`config.mk`:
```
export PLATFORM = sky130hd
export DESIGN_NAME = branch_predictor
export DESIGN_NICKNAME = d
export VERILOG_FILES = /design/src/rtl/branch_predictor.sv
export SDC_FILE = /design/constraint.sdc
export NUM_CORES = 1
export LEC_CHECK = 0
export ABC_AREA = 0
export BUFFER_PORTS_ARGS = -buffer_cell sky130_fd_sc_hd__clkbuf_2
export CAP_MARGIN = 20
export CORE_AREA = 5 5 281 228
export CTS_CLUSTER_DIAMETER = 60
export DETAILED_ROUTE_END_ITERATION = 7
export DIE_AREA = 0 0 286 233
export PLACE_DENSITY_LB_ADDON = 0.25
export SYNTH_ARGS = -nofsm -noshare
export SYNTH_HDL_FRONTEND = slang
export SYNTH_SLANG_ARGS = --single-unit
export TNS_END_PERCENT = 20
```
`constraint.sdc`:
```
create_clock -name clk -period 8.1 [get_ports clk]
set_input_delay 0.81 -clock clk [delete_from_list [all_inputs] [get_ports clk]]
set_output_delay 0.81 -clock clk [all_outputs]
set_load 0.1 [all_outputs]
```
`src/rtl/branch_predictor.sv`:
```
// Direct-mapped, tagged branch history table with 2-bit saturating counters.
// Supplies a combinational taken/not-taken guess for the branch in decode and
// trains on branches resolved in execute. Also counts resolved and correctly
// predicted branches for CSR/debug readout.
module branch_predictor #(
   parameter int unsigned N_ENTRIES = 32,
   parameter int unsigned TAG_BITS  = 8
) (
   input  logic        clk,
   input  logic        rst,
   input  logic [31:0] guess_pc,
   input  logic        guess_valid,
   output logic        guess_taken,
   input  logic [31:0] check_pc,
   input  logic        check_valid,
   input  logic        check_taken,
   input  logic        check_pred,
   output logic [31:0] br_count,
   output logic [31:0] br_correct
);

   localparam int unsigned IDX_BITS = $clog2(N_ENTRIES);

   // PC bits that take part in indexing or tagging; the rest are don't-care
   localparam logic [31:0] USED_MASK = ((32'h1 << (IDX_BITS + TAG_BITS)) - 32'h1) << 2;

   localparam logic [1:0] CTR_WEAK_NT = 2'b01;
   localparam logic [1:0] CTR_WEAK_T  = 2'b10;

   logic [N_ENTRIES-1:0] valid_q;
   logic [TAG_BITS-1:0]  tag_q [N_ENTRIES];
   logic [1:0]           ctr_q [N_ENTRIES];

   logic [IDX_BITS-1:0]  guess_idx;
   logic [TAG_BITS-1:0]  guess_tag;
   logic [IDX_BITS-1:0]  check_idx;
   logic [TAG_BITS-1:0]  check_tag;
   logic                 check_hit;
   logic                 unused_pc_bits;

   assign guess_idx = guess_pc[IDX_BITS+1:2];
   assign guess_tag = guess_pc[IDX_BITS+TAG_BITS+1:IDX_BITS+2];
   assign check_idx = check_pc[IDX_BITS+1:2];
   assign check_tag = check_pc[IDX_BITS+TAG_BITS+1:IDX_BITS+2];

   assign unused_pc_bits = ^{guess_pc & ~USED_MASK, check_pc & ~USED_MASK};

   // Lookup: reads only the current table registers, never the check_* inputs
   always_comb begin
      guess_taken = 1'b0;
      if (guess_valid && valid_q[guess_idx] && (tag_q[guess_idx] == guess_tag)) begin
         guess_taken = ctr_q[guess_idx][1];
      end
   end

   assign check_hit = valid_q[check_idx] && (tag_q[check_idx] == check_tag);

   // Table training: saturating step on hit, weak-state allocation on miss
   always_ff @(posedge clk) begin
      if (rst) begin
         valid_q <= '0;
         for (int unsigned i = 0; i < N_ENTRIES; i++) begin
            tag_q[i] <= '0;
            ctr_q[i] <= CTR_WEAK_NT;
         end
      end else if (check_valid) begin
         if (check_hit) begin
            if (check_taken) begin
               if (ctr_q[check_idx] != 2'b11) begin
                  ctr_q[check_idx] <= ctr_q[check_idx] + 2'd1;
               end
            end else begin
               if (ctr_q[check_idx] != 2'b00) begin
                  ctr_q[check_idx] <= ctr_q[check_idx] - 2'd1;
               end
            end
         end else begin
            valid_q[check_idx] <= 1'b1;
            tag_q[check_idx]   <= check_tag;
            ctr_q[check_idx]   <= check_taken ? CTR_WEAK_T : CTR_WEAK_NT;
         end
      end
   end

   // Statistics: resolved branches and correct predictions, wrapping mod 2^32
   always_ff @(posedge clk) begin
      if (rst) begin
         br_count   <= '0;
         br_correct <= '0;
      end else if (check_valid) begin
         br_count <= br_count + 32'd1;
         if (check_pred == check_taken) begin
            br_correct <= br_correct + 32'd1;
         end
      end
   end

endmodule

```
; Word-level counts from Yosys, hierarchy flattened
; Memory sizes are Yosys's and may differ from the RTL's.
; Index checks and enable logic that the tools add are counted.
[word_totals]
reg_bits = 96
ram_bits = 320
input_bits = 70
output_inout_bits = 65
word_cells = 63
n_memories = 2
[classes]
n_addsub = 4
n_lt_le_gt_ge = 3
n_eq_ne = 4
muxes = 34
n_bitwise = 4
reduce_logical = 9
[mem_list]
columns = name, words, width, read_ports, rd_clocked_by_memory_dff, write_ports, line_no
row1 = tag_q, 32, 8, 2, 0, 32, 31  ; logic [TAG_BITS-1:0] tag_q [N_ENTRIES];
row2 = ctr_q, 32, 2, 2, 0, 32, 32  ; logic [1:0] ctr_q [N_ENTRIES];
[op_table]
columns = op, count
row1 = "32-bit by 1-bit adder with 32-bit output, second input constant", 2
row2 = 32-bit OR, 1
row3 = 1-bit 2-to-1 mux, 24
row4 = 8-bit == test, 2
row5 = "5-bit by 6-bit less-than comparator with 1-bit output, second input constant", 2
row6 = 1-bit binary-select mux with 5-bit select, 2
row7 = 5-bit 2-to-1 mux, 2
row8 = 2-bit 2-to-1 mux, 4
row9 = 8-bit 2-to-1 mux, 1
row10 = 8-bit OR reduction, 1
row11 = 1-bit demux with 5-bit select, 1
row12 = "5-bit by 1-bit greater-or-equal comparator with 1-bit output, second input constant", 1
row13 = 1-bit logical AND, 4
row14 = 2-bit AND reduction, 2
row15 = "2-bit by 1-bit adder with 2-bit output, second input constant", 1
row16 = "2-bit inequality test, second input constant", 1
row17 = 1-bit OR, 2
row18 = 2-bit nonzero test, 1
row19 = 2-bit OR reduction, 1
row20 = "2-bit by 1-bit subtractor with 2-bit output, second input constant", 1
row21 = 1-bit == test, 1
row22 = 1-bit NOT, 1

; Longest topological paths before layout
; An unclocked memory read counts as a cell.
[depth]
word_depth = 12
depth_mapped = 16
depth_no_buf = 8

; Worst setup path before layout
; Ideal clock, no wire load.
[synth_timing]
kind = input to output
from = in guess_pc[2]
to = out guess_taken
t_arrival_ns = 6.514
required_ns = 7.290
path_slack_ns = 0.776
path_stages = 9
n_path_buf = 3
cell_sequence = clkbuf_1 -> buf_1 -> buf_1 -> mux4_2 -> mux4_2 -> mux2i_1 -> xor2_1 -> nand4_1 -> nor4_1
[synth_via]
elab_chain_len = 5
word_cells_on_any_way = 8
classes_between = 1 x eq/ne / 3 x mux / 2 x reduce/logical / 2 x memory
[synth_lines]
columns = item, line_no
row1 = from (decl), 11  ; input logic [31:0] guess_pc,
row2 = branches (longest 4 deep; another with memory read 32 x 8 bit), --
row3 = 1-bit 2-to-1 mux *, 51  ; if (guess_valid && valid_q[guess_idx] && (tag_q[guess_idx] == guess_tag)) begin
row4 = to (decl), 13  ; output logic guess_taken,
; Every way passes the cells marked *. The select of a mux whose other input is x is not followed.

==> run_results.csv <==
group,metric,value,unit
floorplan,num_io_pins,135,
logic_synthesis,synth_ff_type,"edfxtp_1",
power_and_ir_drop,p_leak,8.24,nW
floorplan,start_util,34.9,%
logic_synthesis,synth_common_cells,"325 x nor2_1, 320 x edfxtp_1, 134 x mux4_2",
critical_path,end_kind,"flip-flop",
clocking,cts_buffers,46,
power_and_ir_drop,peakVddDrop,0.000131,V
clocking,cts_max_path_buffers,3,
floorplan,fp.dieArea,66600,um2
clocking,cts_setup_buffers,0,
route,via_count,15000,
critical_path,critPathMaxFanout,79,
clocking,clk_latency,0.60,ns
critical_path,path_cells,"clkbuf_8 -> buf_4 -> mux2i_1 -> o22ai_1 -> nor4_1 -> a21oi_1 -> nor4_1 -> nand4_1 -> buf_4 -> nand3_1 -> nand2_1",
floorplan,rows,81,
timing,tns,0,ns
route,ant_nets,0,
floorplan,die_h,233,um
clocking,clkTransAtPathRegs,0.06,ns
floorplan,core,60700,um2
route,wl,66300,um
global_routing,track_usage,19.7,%
floorplan,die_x,286,um
logic_synthesis,syn-instance-count,1709,
logic_synthesis,yosys_warnings,0,
critical_path,startpoint_type,"primary input",
route,wl_met3,7270,um
critical_path,crit_type,"primary input to flip-flop",
critical_path,r2r_start,"tag_q[5][4]",
power_and_ir_drop,total_power,5.15,mW
critical_path,arrival,5.74,ns
global_routing,antenna_found_initial,5,
placement,numPortBuffers,96,
global_routing,grt-ovfl-total,0,
logic_synthesis,synth_top_area_share,45.4,%
finish,syn2layout_area_growth,12.8,%
timing,worstMarginPinSlew,1.14,ns
logic_synthesis,synth_area_leaders,"edfxtp_1 45%, mux4_2 14%, dfxtp_1 9.1%, nor2_1 5.8%, mux2i_1 4.3%",
route,drc,0,
finish,num_antenna_cells,0,
logic_synthesis,synth-edff-count,320,
timing,maxSlewHeadroom,24.3,%
route,first_iter_violations,1752,
logic_synthesis,async_flop_share,0,%
logic_synthesis,avgSynthCellArea,12.4,um2
clocking,postCtsHoldBufs,0,
logic_synthesis,synth_top_area_cell,"edfxtp_1",
timing,fin_crit,5.52,ns
clocking,root_buffer,"clkbuf_16",
timing,setup_viol,0,
worst_hold_path,hold_path_class,"flip-flop to flip-flop",
timing,skew,0.0340,ns
logic_synthesis,synth_area,21200,um2
worst_hold_path,min_from,"valid_q[24]",
clocking,post_cts_resized,0,
job,cap_viol_max_count,0,
clocking,h-tree-depth,2,
route,dr_wl_met2,29000,um
timing,fin_crit_sh,68.2,%
clocking,cts_sinks,416,
timing,drv_slew,0,
finish,fin_nets,1822,
route,wl_met1,28500,um
critical_path,crit_slowest_cell,"nor4_1",
finish,drive_gt1_share,21.9,%
run_status,outcome,"complete, no violations",
critical_path,crit_family,"simple AND/OR/NAND/NOR gates",
global_routing,grt_pass1_wl,98500,um
logic_synthesis,synth_nets,1781,
timing,grt_setup_unrepaired,"false",
timing,fmax,181,MHz
critical_path,cp.buffers_inverters,3,
route,wl_per_cell,25.7,um
clocking,cts_tree,"done",
route,dr.max_layer_used,"met5",
logic_synthesis,synth_most_common_cell,"nor2_1",
timing,finalHoldViolations,0,
critical_path,slowest_delay,0.80,ns
critical_path,cp-startpoint,"check_pc[2]",
placement,gp_congestion,0.915,
global_routing,first_global_vias,14800,
logic_synthesis,ys_ff_latch,416,
route,vias_per_cell,5.80,
logic_synthesis,yosysSeqAreaShare,54.5,%
placement,dp.final_hpwl,45100,um
route,firstDrtPassIters,7,
logic_synthesis,yosysUniqueCellTypes,50,
power_and_ir_drop,pwr_density_cell,215,nW/um2
critical_path,required,8.31,ns
global_routing,grt_max_degree,97,
-- cells in the final DEF (no fill, tap or decap), types with 4 or more instances in the layout --
cell type  Yosys  layout
inv_1         40      39
bufinv_16      0       5
edfxtp_1     320     320
clkbuf_8       0       4
nor3b_2        0       4
nand4_1       49      49
clkbuf_16      0      48
xor2_1        48      48
or4_1          5       5
buf_4         10      35
or4bb_1        6       6
mux4_2       134     134
o22ai_1       45      44
and4_1         5       5
nand2_1       79      79
dfxtp_1       96      96
nand3_2       30      30
xnor2_1       22      22
o21ai_0       85      85
clkinv_2       0       5
mux2i_1       91      91
o211ai_1       5       5
clkbuf_1      73       8
nor2_1       325     324
clkbuf_2       0      91
clkinv_1       3      13
and3_1        19      19
nor4_1        43      43
or4b_2         4       4
nor3_1         7       4
or3_1          7       7
nand3_1       37      37
a22oi_1       20      20
a21oi_1        9       9
-- path summary, 6_finish.rpt --
kind	endpoint	slack, ns	cells past startpoint
min reg2reg	valid_q[24]	0.49	2
max reg2reg	tag_q[22][3]	3.43	9
max	tag_q[22][3]	2.58	11
min	valid_q[24]	0.49	2
-- layout make-up --
type	instances	area (um2)
tap	788	986
fill	5690	36800
inverter	43	161
sequential	416	11500
timing repair buffer	131	800
clock buffer	59	1270
multi-input combinational	1112	8850
clock inverter	27	278
-- flip-flops by register name, summed over array words and instances (netlist names) --
register,flops
tag_q,256
ctr_q,64
valid_q,32
br_correct,32
br_count,32
-- routing by layer --
| metal | vias to the layer above | global-route usage (%) |
|---|---|---|
| li1 | 6540 | - |
| met1 | 7607 | 27.8 |
| met2 | 712 | 29.5 |
| met3 | 87 | 6.41 |
| met4 | 6 | 4.88 |
| met5 | - | 0 |
-- kinds of logic (layout without fill, tap and decap cells) --
family	count (synthesis)	after routing	share of synthesized area, %
muxes	226	226	18.6
DFF	416	416	54.5
xor gates and xnor gates	70	70	2.90
buffers and inverters	181	260	3.95
adders and majority gates	2	2	0.118
and+or+nand+nor	641	641	15.0
AOI/OAI and AO/OA	173	173	4.96
-- metrics by stage --
step	instances	util, %	hold slack [ns]	instance area (um2)	worst slack [ns]
after detailed placement	2489	36.8	0.477	22300	2.03
after floorplan	1709	-	0.452	21200	0.776
after global routing	2576	39.3	0.521	23900	2.25
final	2576	39.3	0.492	23900	2.58
after CTS	2575	39.3	0.491	23900	2.54
after global placement	2488	36.7	0.475	22300	2.15
-- worst min-delay path: stages, from the launching register on --
cell and delay, ns:
dfxtp_1 0.33, inv_1 0.05, o21ai_0 0.07
-- power by group --
part	internal, mW	switching, mW	total, mW
Combinational	0.192	0.359	0.550
Clock	1.27	0.898	2.17
Sequential	2.38	0.0460	2.42
Total	3.84	1.30	5.15
No activity file was read; power rests on OpenSTA's default activity.
